<file path="config.mk">
export PLATFORM = sky130hd
export DESIGN_NAME = stack_sequencer
export DESIGN_NICKNAME = d
export VERILOG_FILES = /design/src/rtl/stack_sequencer.sv
export SDC_FILE = /design/constraint.sdc
export NUM_CORES = 1
export LEC_CHECK = 0
export BUFFER_PORTS_ARGS = -buffer_cell sky130_fd_sc_hd__buf_2
export CAP_MARGIN = 20
export CORE_AREA = 2 2 149 151
export CTS_CLUSTER_SIZE = 14
export DETAILED_ROUTE_END_ITERATION = 16
export DIE_AREA = 0 0 151 153
export HOLD_SLACK_MARGIN = 0.02
export PLACE_DENSITY_LB_ADDON = 0.2
export SLEW_MARGIN = 25
export SYNTH_ARGS = -nofsm -noshare
export SYNTH_HDL_FRONTEND = slang
export SYNTH_SLANG_ARGS = --single-unit
</file>
<file path="constraint.sdc">
create_clock -name clk -period 6.5 [get_ports clk]
set_clock_uncertainty 0.1 [all_clocks]
set_input_delay 1.95 -clock clk [delete_from_list [all_inputs] [get_ports clk]]
set_output_delay 1.95 -clock clk [all_outputs]
set_load 0.1 [all_outputs]
</file>
<file path="src/rtl/stack_sequencer.sv">
// Stack sequencer: turns pre-decoded push/pop masks into a series of 16-bit
// stack bus cycles at SS:SP. Pushes go lowest bit first; pops go highest bit first.
module stack_sequencer #(
  parameter int MASK_W = 16
) (
  input  logic              clk,
  input  logic              reset,
  input  logic              start,
  input  logic [MASK_W-1:0] push_mask,
  input  logic [MASK_W-1:0] pop_mask,
  input  logic [15:0]       sp_in,
  input  logic [15:0]       operand_in,
  output logic [3:0]        reg_sel,
  input  logic [15:0]       reg_value,
  output logic              wr_en,
  output logic [3:0]        wr_sel,
  output logic [15:0]       wr_data,
  output logic [15:0]       operand_out,
  output logic              sp_we,
  output logic [15:0]       sp_out,
  output logic              bus_req,
  output logic              bus_write,
  output logic [15:0]       bus_addr,
  output logic [15:0]       bus_wdata,
  input  logic [15:0]       bus_rdata,
  input  logic              bus_ack,
  output logic              busy,
  output logic              done
);

  localparam logic [3:0]        SP_BIT      = 4'd4;
  localparam logic [3:0]        DISCARD_BIT = 4'd5;
  localparam logic [3:0]        OPERAND_BIT = 4'(MASK_W - 1);
  localparam logic [MASK_W-1:0] PUSH_KEEP   = ~(MASK_W'(1) << DISCARD_BIT);

  typedef enum logic [1:0] {IDLE, PUSH, POP, FINISH} state_t;

  state_t            state, state_next;
  logic [MASK_W-1:0] push_rem, pop_rem, push_after, pop_after;
  logic [15:0]       wsp, orig_sp, operand_lat;
  logic [3:0]        push_idx, pop_idx;
  logic              pop_discard;

  function automatic logic [3:0] lowest_set(input logic [MASK_W-1:0] m);
    logic [3:0] idx;
    idx = '0;
    for (int i = MASK_W - 1; i >= 0; i--) if (m[i]) idx = 4'(i);
    return idx;
  endfunction

  function automatic logic [3:0] highest_set(input logic [MASK_W-1:0] m);
    logic [3:0] idx;
    idx = '0;
    for (int i = 0; i < MASK_W; i++) if (m[i]) idx = 4'(i);
    return idx;
  endfunction

  assign push_idx    = lowest_set(push_rem);
  assign pop_idx     = highest_set(pop_rem);
  assign push_after  = push_rem & ~(MASK_W'(1) << push_idx);
  assign pop_after   = pop_rem & ~(MASK_W'(1) << pop_idx);
  assign pop_discard = (pop_idx == SP_BIT) || (pop_idx == DISCARD_BIT);
  assign sp_out      = wsp;

  // NOTE: state registers use non-blocking assignments so every flop samples
  // pre-edge values regardless of statement order.
  always_ff @(posedge clk or posedge reset) begin
    if (reset) begin
      state       <= IDLE;
      push_rem    <= '0;
      pop_rem     <= '0;
      wsp         <= '0;
      orig_sp     <= '0;
      operand_lat <= '0;
      operand_out <= '0;
    end else begin
      state <= state_next;
      case (state)
        IDLE: if (start) begin
          push_rem    <= push_mask & PUSH_KEEP;
          pop_rem     <= pop_mask;
          wsp         <= sp_in;
          orig_sp     <= sp_in;
          operand_lat <= operand_in;
        end
        PUSH: if (bus_ack) begin
          wsp      <= wsp - 16'd2;
          push_rem <= push_after;
        end
        POP: if (bus_ack) begin
          wsp     <= wsp + 16'd2;
          pop_rem <= pop_after;
          if (pop_idx == OPERAND_BIT) operand_out <= bus_rdata;
        end
        default: ;
      endcase
    end
  end

  // NOTE: every output gets a default first so no path through the case
  // leaves a signal unassigned and infers a latch.
  always_comb begin
    state_next = state;
    reg_sel    = '0;
    wr_en      = 1'b0;
    wr_sel     = '0;
    wr_data    = '0;
    sp_we      = 1'b0;
    bus_req    = 1'b0;
    bus_write  = 1'b0;
    bus_addr   = '0;
    bus_wdata  = '0;
    busy       = 1'b0;
    done       = 1'b0;
    case (state)
      IDLE: if (start) begin
        if ((push_mask & PUSH_KEEP) != '0) state_next = PUSH;
        else if (pop_mask != '0)           state_next = POP;
        else                               state_next = FINISH;
      end
      PUSH: begin
        busy      = 1'b1;
        bus_req   = 1'b1;
        bus_write = 1'b1;
        bus_addr  = wsp - 16'd2;
        reg_sel   = push_idx;
        if (push_idx == SP_BIT)           bus_wdata = orig_sp;
        else if (push_idx == OPERAND_BIT) bus_wdata = operand_lat;
        else                              bus_wdata = reg_value;
        if (bus_ack && push_after == '0)
          state_next = (pop_rem != '0) ? POP : FINISH;
      end
      POP: begin
        busy     = 1'b1;
        bus_req  = 1'b1;
        bus_addr = wsp;
        // Discard slots and the operand slot never touch the register file.
        if (bus_ack && !pop_discard && pop_idx != OPERAND_BIT) begin
          wr_en   = 1'b1;
          wr_sel  = pop_idx;
          wr_data = bus_rdata;
        end
        if (bus_ack && pop_after == '0) state_next = FINISH;
      end
      FINISH: begin
        done       = 1'b1;
        sp_we      = 1'b1;
        state_next = IDLE;
      end
      default: state_next = IDLE;
    endcase
  end

endmodule

</file>
* Yosys cells after proc, flatten, opt, wreduce, memory -nomap -nowiden
Index checks and enable logic that the tools add are counted.
Word-level totals: bits in registers 98, bits of input ports 100
Operators by class: add/sub/neg operators 2, eq/ne operators 14, shifts and indexed selects 2, mux-type cells 62, bitwise logic cells 4, reductions and logical operators 22
Operators with widths (count):
- 16-bit 2-to-1 mux | 12
- 4-bit 2-to-1 mux | 33
- 16-bit case mux with 2 select lines | 3
- 16-bit case mux with 3 select lines | 1
- 16-bit nonzero test | 3
- 16-bit bitwise AND | 2
- 16-bit logical NOT | 2
- 16-bit inverter | 2
- 1-bit by 4-bit left shift with 16-bit output (first input constant) | 2
- 16-bit by 2-bit adder with 16-bit output (second input constant) | 1
- 16-bit by 2-bit subtractor with 16-bit output (second input constant) | 1
- 4-bit by 3-bit == test with 1-bit output (second input constant) | 3
- 3-bit AND reduction | 4
- 2-bit inequality test (second input constant) | 5
- 4-bit == test (second input constant) | 2
- 1-bit 2-to-1 mux | 8
- 2-bit 2-to-1 mux | 4
- 2-bit case mux with 4 select lines | 1
- 2-bit == test (second input constant) | 2
- 1-bit logical AND | 4
- 4-bit inequality test (second input constant) | 1
- 4-bit AND reduction | 1
- 2-bit nonzero test | 2
- 3-bit nonzero test | 1
- other kinds (6) | 6

* Logic depth before layout (Yosys ltp)
Gate-level depths: netlist (run 1).
depth in word-level cells 23, mapped depth 12, depth with buffers taken out 10

* Worst setup path before layout (run 1)
OpenSTA, ideal clock, no wires.
kind reg-to-output, start point reg push_rem[7], end point out bus_wdata[10], arrival time 4.405 ns, data required time 4.450 ns, setup slack 0.045 ns, cell stages (with the launch flop) 10, buffers on the path 3, cells stage by stage dfrtp_1 > nor4_4 > nand2_2 > or3_1 > buf_2 > a211oi_2 > buf_6 > buf_2 > mux2i_1 > a211oi_1
Between the ends: cells in the longest elaborated chain, start to end 12, elaborated cells between the ends (all ways) 13
Ends and longest elaborated chain:
- from (decl) | line 39 | logic [MASK_W-1:0] push_rem, pop_rem, push_after, pop_after;
- from (signal assigned) | line 80 | push_rem <= push_mask & PUSH_KEEP;
- from (signal assigned) | line 88 | push_rem <= push_after;
- 4-bit 2-to-1 mux (*) (8 in a row) | line 47 | for (int i = MASK_W - 1; i >= 0; i--) if (m[i]) idx = 4'(i);
- 4-bit == test | line 128 | else if (push_idx == OPERAND_BIT) bus_wdata = operand_lat;
- 16-bit 2-to-1 mux | line 128
- 16-bit 2-to-1 mux (*) | line 127 | if (push_idx == SP_BIT) bus_wdata = orig_sp;
- 16-bit 2-to-1 mux (*) | line 115 | case (state)
- to (decl) | line 24 | output logic [15:0] bus_wdata,
Mark *: on every way between the ends. The rest lies on a longest branch, timed or not.

* Worst setup path after layout (run 1)
start point reg push_rem[11], end point out bus_wdata[4]
Between the ends: cells in the longest elaborated chain, start to end 16, elaborated cells between the ends (all ways) 17
Ends and longest elaborated chain (line):
- 4-bit 2-to-1 mux (*) (12 in a row) | 47
- 4-bit == test | 128
- 16-bit 2-to-1 mux | 128
- 16-bit 2-to-1 mux (*) | 127
- 16-bit 2-to-1 mux (*) | 115
Marked as above.

==> results.toml, run 1 <==
[timing]
post-route-min-period_ns = 5.57
rsz0062_at_grt = "false"
slew_headroom_pct = 39.7
setup_viol = 0
max_freq_ghz = 0.179
fin_setup_tns_ns = 0
hold_viol = 0
worstMarginPinSlew_ns = 0.899
report.final.slew_viol_count = 0
post-route-period-util_pct = 85.8

[die]
rows = 54
die_y_um = 153
pin_count = 194
dieWidth_um = 151
core_region_area_mm2 = 0.0215
die_area_mm2 = 0.0231
start_util_pct = 29.7

[detailed_routing]
routed_wl_mm = 20.4
wl_met3_mm = 1.25
ant_nets = 0
drc = 0
routedLengthMet1_mm = 9.02
wl_met2_mm = 9.89
drtPass1Iterations = 5
vias = 6084
via_per_inst = 5.12
top_layer = "met4"
drt_iter0_drc = 321
drt-wirelength-per-cell_um = 17.2

[global_routing]
grt_first_pass_wirelength_mm = 32.6
grt_max_degree = 53
overflow = 0
antenna_found_initial = 1
grtUsageTotal_pct = 17.8
grt_pass1_vias = 5957

[worst_setup_path]
cpPeakStageDelay_ns = 0.79
crit_chain = "inv_1 > a221oi_1 > o41ai_2 > a31oi_1 > or3_2 > a211oi_1 > buf_2"
rr_worst_depth = 10
cp_data_arrival_time_ns = 3.52
crit_fanout = 32
endpoint_kind = "primary output"
cp.required_ns = 4.45
cp-start-kind = "register"
cp_slowest_cell = "or3_2"
r2r-start = "push_rem[7]"
crit_type = "reg2out"
crit_start = "push_rem[11]"

[synthesis]
synthDominantCellAreaShare_pct = 38.4
synth_edf_count = 0
netlist_area_mm2 = 0.00638
yosysTopAreaCell = "dfrtp_1"
synth_seq_cells = 98
synth_fp_nets = 853
synth-main-ff-cell = "dfrtp_1"
yosysUniqueCellTypes = 65
syn_area_per_cell_um2 = 8.56
synthArstFlopShare_pct = 100
syn_inst = 746
ys_warn_count = 0
synth.top_cells.by_area = "dfrtp_1, mux2_2, nand2_1"
seq_area_frac_synth_pct = 38.4

[cells_and_area]
fillers = 2272
multiInputGateArea_mm2 = 0.00364
syn2layout_area_growth_pct = 24.5
fin_area_mm2 = 0.00795
final_cell_mix = "buf_2, dfrtp_1, nand2_1"
drive_gt1_share_pct = 31.2
mostFrequentLayoutCell = "buf_2"
final_nets = 1009
final-seq-area_mm2 = 0.00245

[clocking]
tritoncts = "yes"
cts_buffer_depth = 2
clock_sinks = 98
ctsResizeCount = 0
cts_made_buffers = 9
holdBufCountCts = 0
cts_setup_buffers = 0
clk_latency_ns = 0.35
cts_root_buffer = "clkbuf_16"
h-tree-depth = 3
clkTransAtPathRegs_ns = 0.08

[placement]
dpl-instance-area_mm2 = 0.00764
detailed_place_hpwl_mm = 14.9
io_buffers = 192
gp_congestion = 0.886

[hold_path]
hold_start = "operand_out[11]"
hold_path.class = "reg2reg"
hold_depth = 1

[flow_run]
maxCapViolations = 0

[status]
status = "complete, no violations"
[logic make-up after synthesis]
| logic type | count (synthesis) | share of synthesized area [%] |
|---|---|---|
| buffers and inverters | 80 | 5.00 |
| adder cells (fa/ha/maj) | 8 | 1.53 |
| multiplexers | 65 | 11.1 |
| flip-flops | 98 | 38.4 |
| XOR/XNOR | 19 | 2.61 |
| AND/OR/NAND/NOR | 272 | 20.4 |
| AO/OA/AOI/OAI | 204 | 20.9 |
[state kept, by name (all words and copies together), names as in the netlist]
signal,count
pop_rem,16
orig_sp,16
operand_lat,16
operand_out,16
state,2
push_rem,16
sp_out,16
[stage by stage]
stage                     utilization, %  std cells  hold slack [ns]  worst slack [ns]
after floorplan                        -        746            0.351            0.0447
after global placement              35.5       1171            0.372              1.02
after detailed placement            35.6       1171            0.386              1.08
after CTS                           36.9       1187            0.404             0.887
after global routing                37.0       1188            0.411             0.674
final                               37.0       1188            0.401             0.925
[layout make-up]
| class | count | area share, % |
|---|---|---|
| inverter | 22 | 1.07 |
| multi-input combinational | 568 | 45.9 |
| timing repair buffer | 203 | 14.1 |
| clock buffer | 9 | 2.83 |
| sequential | 98 | 30.9 |
| tap | 280 | 4.41 |
| clock inverter | 7 | 0.850 |
| antenna | 1 | 0.0315 |
[cell usage after synthesis, types with 3 or more instances]
cell type and n:
dfrtp_1 98, nand2_1 92, nor2_1 76, o21ai_0 65, clkbuf_1 48, mux2_2 47, a21oi_1 45, a22o_1 24
inv_1 22, a211oi_1 21, and2_1 21, nor3_1 20, mux2i_1 17, nor4_1 13, nand3_1 10, xnor2_1 10
xor2_1 9, ha_1 7, nand4_1 7, or3_1 7, a21o_1 6, a221oi_1 6, o31ai_1 6, a31oi_1 4
buf_1 4, nor2b_1 4, buf_2 3, nand2b_1 3, nor3b_1 3, o21a_1 3
[metal layers]
layer  GRT usage, %  up-vias
met3           4.24       19
li1               -     2981
met1           23.6     2913
met4           4.81        0
met5              0        -
met2           29.2      171
[worst paths after layout]
path                                   end  slack, ns
min                        operand_out[11]       0.40
max reg2reg                       state[1]       3.10
min in group asynchronous   operand_out[8]       1.56
min reg2reg                operand_out[11]       0.40
max                           bus_wdata[4]       0.93
max in group asynchronous  operand_out[15]       3.56
[critical path, delay by kind of cell, from the launching register on]
kind | cells | cell delay [ns]
AO/OA/AOI/OAI | 4 | 1.34
flip-flops | 1 | 0.44
buffers and inverters | 2 | 0.60
AND/OR/NAND/NOR | 1 | 0.79
Power of run 1 is not shown: default switching activity piles up to over one toggle a cycle in this logic, so the estimate is an artifact.
==> inputs of run 2 (changes only) <==
- CTS_BUF_LIST: not set -> sky130_fd_sc_hd__clkbuf_8
- PLACE_DENSITY_LB_ADDON: 0.2 -> not set
==> run 2 against run 1 <==
Effect of this change:
- maximum frequency decreased by 0.30%
- global-route usage decreased by 0.27 points
- sequential share of layout area increased by 0.58 points
- critical path type unchanged
==> results.toml, run 2 (same netlist as run 1, synthesis figures left out) <==
[status]
status = "complete, no violations"

[worst_setup_path]
cp_slowest_cell = "or3_2"
r2r_end = "state[1]"
critPathTopFamily = "compound AO/OA/AOI/OAI gates"
crit_start = "push_rem[14]"
crit_fanout = 33
rr_worst_depth = 10
r2r_slack_ns = 3.07
endpoint_kind = "primary output"
cp_data_arrival_time_ns = 3.54
r2r-start = "push_rem[7]"
crit_buf_inv = 1
cp-start-kind = "register"
cpPeakStageDelay_ns = 0.76
cp.required_ns = 4.45
endpoint = "bus_wdata[8]"
cp.depth = 7
crit_chain = "nand2b_1 > a221oi_1 > o41ai_2 > a31oi_1 > or3_2 > a211oi_1 > buf_2"
crit_type = "reg2out"

[cells_and_area]
final_cell_mix = "buf_2, dfrtp_1, nand2_1"
syn2layout_area_growth_pct = 22.2
final_nets = 1007
drive_gt1_share_pct = 31.0
mostFrequentLayoutCell = "buf_2"
final-seq-area_mm2 = 0.00245
fillers = 2257
multiInputGateArea_mm2 = 0.00364

[timing]
report.final.slew_viol_count = 0
setup_viol = 0
post-route-period-util_pct = 86.0
worstMarginPinSlew_ns = 1.01
hold_viol = 0
fin_setup_tns_ns = 0
max_freq_ghz = 0.179
slew_headroom_pct = 32.2
rsz0062_at_grt = "false"
post-route-min-period_ns = 5.59

[clocking]
cts_setup_buffers = 0
cts_made_buffers = 9
tritoncts = "yes"
ctsResizeCount = 0
h-tree-depth = 3
holdBufCountCts = 0
clk_latency_ns = 0.38
clock_sinks = 98
cts_buffer_depth = 2
cts_root_buffer = "clkbuf_8"
clkTransAtPathRegs_ns = 0.11

[global_routing]
grt_first_pass_wirelength_mm = 32.3
overflow = 0
grt_max_degree = 61
grt_pass1_vias = 6029
antenna_found_initial = 1
grtUsageTotal_pct = 17.6

[detailed_routing]
routed_wl_mm = 20.0
via_per_inst = 5.20
drc = 0
drt-wirelength-per-cell_um = 16.8
vias = 6176
drtPass1Iterations = 5
drt_iter0_drc = 455
ant_nets = 0

[die]
start_util_pct = 29.7
rows = 54
dieWidth_um = 151
die_area_mm2 = 0.0231
die_y_um = 153
pin_count = 194
core_region_area_mm2 = 0.0215

[placement]
gp_congestion = 0.866
detailed_place_hpwl_mm = 14.7
io_buffers = 192

[hold_path]
hold_depth = 1
hold_path.class = "reg2reg"

[flow_run]
maxCapViolations = 0
-- run 2: cell count changes in the layout (fill, tap and decap cells not counted), sizes merged --
cell | before | now
buf | 203 | 201
inv | 27 | 25
clkinv | 1 | 3
diode | 1 | 2
clkinvlp | 1 | 0
bufinv | 0 | 1
-- run 2: through the flow --
stage | hold slack (ns) | cells | utilization, % | instance area [µm²] | worst slack [ns]
2_1_floorplan | 0.351 | 746 | - | 6380 | 0.0447
3_3_place_gp | 0.368 | 1169 | 35.2 | 7560 | 1.13
3_5_place_dp | 0.386 | 1169 | 35.2 | 7560 | 1.09
4_1_cts | 0.411 | 1185 | 36.2 | 7780 | 0.888
5_1_grt | 0.416 | 1185 | 36.3 | 7790 | 0.587
6_report | 0.406 | 1187 | 36.3 | 7800 | 0.909
-- run 2: layer usage --
metal	vias up	routed length [µm]	global-route usage, %	part of all wire (%)
li1	2975	-	-	-
met1	2999	8640	23.1	43
met2	178	9760	29.0	49
met3	24	1280	4.36	6.4
met4	0	305	4.36	1.5
met5	-	0	0	0
-- run 2: area by class of cell --
type                    count  area share [%]
diodes                      2          0.0642
clock buffers               9            1.59
clock inverters             7            1.22
inverters                  22            1.09
multi-input cells         568            46.7
flip-flops and latches     98            31.4
well taps                 280            4.49
repair buffers            201            13.4
-- run 2: worst min-delay path by stage --
stage / from / slack, ns / end
CTS: operand_out[10] / 0.41 / operand_out[10]
global route: operand_out[13] / 0.42 / operand_out[13]
global placement: orig_sp[0] / 0.37 / orig_sp[0]
detailed placement: orig_sp[0] / 0.39 / orig_sp[0]
finish: operand_out[10] / 0.41 / operand_out[10]
floorplan: orig_sp[0] / 0.35 / orig_sp[0]
Power of run 2 is left out for the same reason.
==> inputs of run 3 (changes only) <==
- CTS_BUF_LIST: sky130_fd_sc_hd__clkbuf_8 -> sky130_fd_sc_hd__clkbuf_8 sky130_fd_sc_hd__clkbuf_16
==> run 3 against run 2 <==
Effect of this change:
- sequential cell count did not move
- utilization rose by 0.46 points
- die area did not move
- global-route usage barely moved
- largest cell class unchanged
==> results.toml, run 3 (same netlist as run 1, synthesis figures left out) <==
[hold_path]
hold_path.class = "reg2reg"
hold_depth = 2
min_to = "orig_sp[0]"
hold_start = "orig_sp[0]"

[clocking]
tritoncts = "yes"
h-tree-depth = 3
cts_buffer_depth = 2
cts_made_buffers = 9
clock_sinks = 98
cts_setup_buffers = 0
holdBufCountCts = 0
ctsResizeCount = 0
clk_latency_ns = 0.35
clkTransAtPathRegs_ns = 0.08
cts_root_buffer = "clkbuf_16"

[detailed_routing]
drt-wirelength-per-cell_um = 16.9
drt_iter0_drc = 469
via_per_inst = 5.19
drtPass1Iterations = 5
drc = 0
routed_wl_mm = 20.0
ant_nets = 0
vias = 6154

[worst_setup_path]
cp-start-kind = "register"
r2r_slack_ns = 3.07
cp_data_arrival_time_ns = 3.49
endpoint_kind = "primary output"
cp_slowest_cell = "or3_2"
cpPeakStageDelay_ns = 0.76
r2r-start = "push_rem[7]"
crit_fanout = 33
crit_chain = "nand2b_1 > a221oi_1 > o41ai_2 > a31oi_1 > or3_2 > a211oi_1 > buf_2"
crit_type = "reg2out"
rr_worst_depth = 10
r2r_end = "state[1]"
cp.required_ns = 4.45

[die]
start_util_pct = 29.7
core_region_area_mm2 = 0.0215
die_area_mm2 = 0.0231
dieWidth_um = 151
pin_count = 194
die_y_um = 153
rows = 54

[timing]
rsz0062_at_grt = "false"
report.final.slew_viol_count = 0
max_freq_ghz = 0.180
post-route-min-period_ns = 5.54
worstMarginPinSlew_ns = 1.01
fin_setup_tns_ns = 0
hold_viol = 0
post-route-period-util_pct = 85.3
slew_headroom_pct = 32.1
setup_viol = 0

[cells_and_area]
final_nets = 1007
fillers = 2247
syn2layout_area_growth_pct = 23.7
final_cell_mix = "buf_2, dfrtp_1, nand2_1"
final-seq-area_mm2 = 0.00245
mostFrequentLayoutCell = "buf_2"
multiInputGateArea_mm2 = 0.00364
drive_gt1_share_pct = 31.0
fin_util_pct = 36.8

[global_routing]
overflow = 0
grt_pass1_vias = 6031
grt_first_pass_wirelength_mm = 32.3
grtUsageTotal_pct = 17.6
antenna_found_initial = 1
grt_max_degree = 61

[placement]
io_buffers = 192
gp_congestion = 0.866
detailed_place_hpwl_mm = 14.7

[status]
status = "complete, no violations"

[flow_run]
maxCapViolations = 0
-- run 3: metrics by stage --
step	setup slack (ns)	instance area, µm²	std cells	hold slack [ns]
floorplan	0.0447	6380	746	0.351
global placement	1.13	7560	1169	0.368
detailed placement	1.09	7560	1169	0.386
CTS	0.947	7880	1185	0.404
global route	0.645	7900	1185	0.408
finish	0.955	7900	1186	0.397
-- run 3: cell type report --
type | count | area share (%)
clock inverter | 7 | 1.20
antenna | 1 | 0.0317
tap | 280 | 4.44
clock buffer | 9 | 2.85
inverter | 22 | 1.08
timing repair buffer | 201 | 13.2
sequential | 98 | 31.1
multi-input combinational | 568 | 46.1
-- run 3: worst max path at each step --
stage / start / to / slack (ns) / depth (start not counted)
floorplan: push_rem[7] / bus_wdata[10] / 0.04 / 9
global placement: bus_ack / wr_data[8] / 1.13 / 6
detailed placement: bus_ack / wr_data[8] / 1.09 / 6
CTS: push_rem[7] / bus_wdata[8] / 0.95 / 8
global route: push_rem[14] / bus_wdata[8] / 0.64 / 7
finish: push_rem[14] / bus_wdata[8] / 0.96 / 7
-- run 3: routing by layer --
layer	global-route usage, %	up-vias	part of all wire [%]
li1	-	2975	-
met1	23.1	3000	44
met2	29.2	165	49
met3	4.39	14	6.2
met4	3.74	0	0.91
met5	0	-	0
-- run 3: critical path: cells and delay by family (launching register included) --
family	cells	cell delay, ns
compound gates	4	1.29
buf+inv	1	0.48
flops	1	0.45
simple gates	2	0.90
Power of run 3 is left out for the same reason.
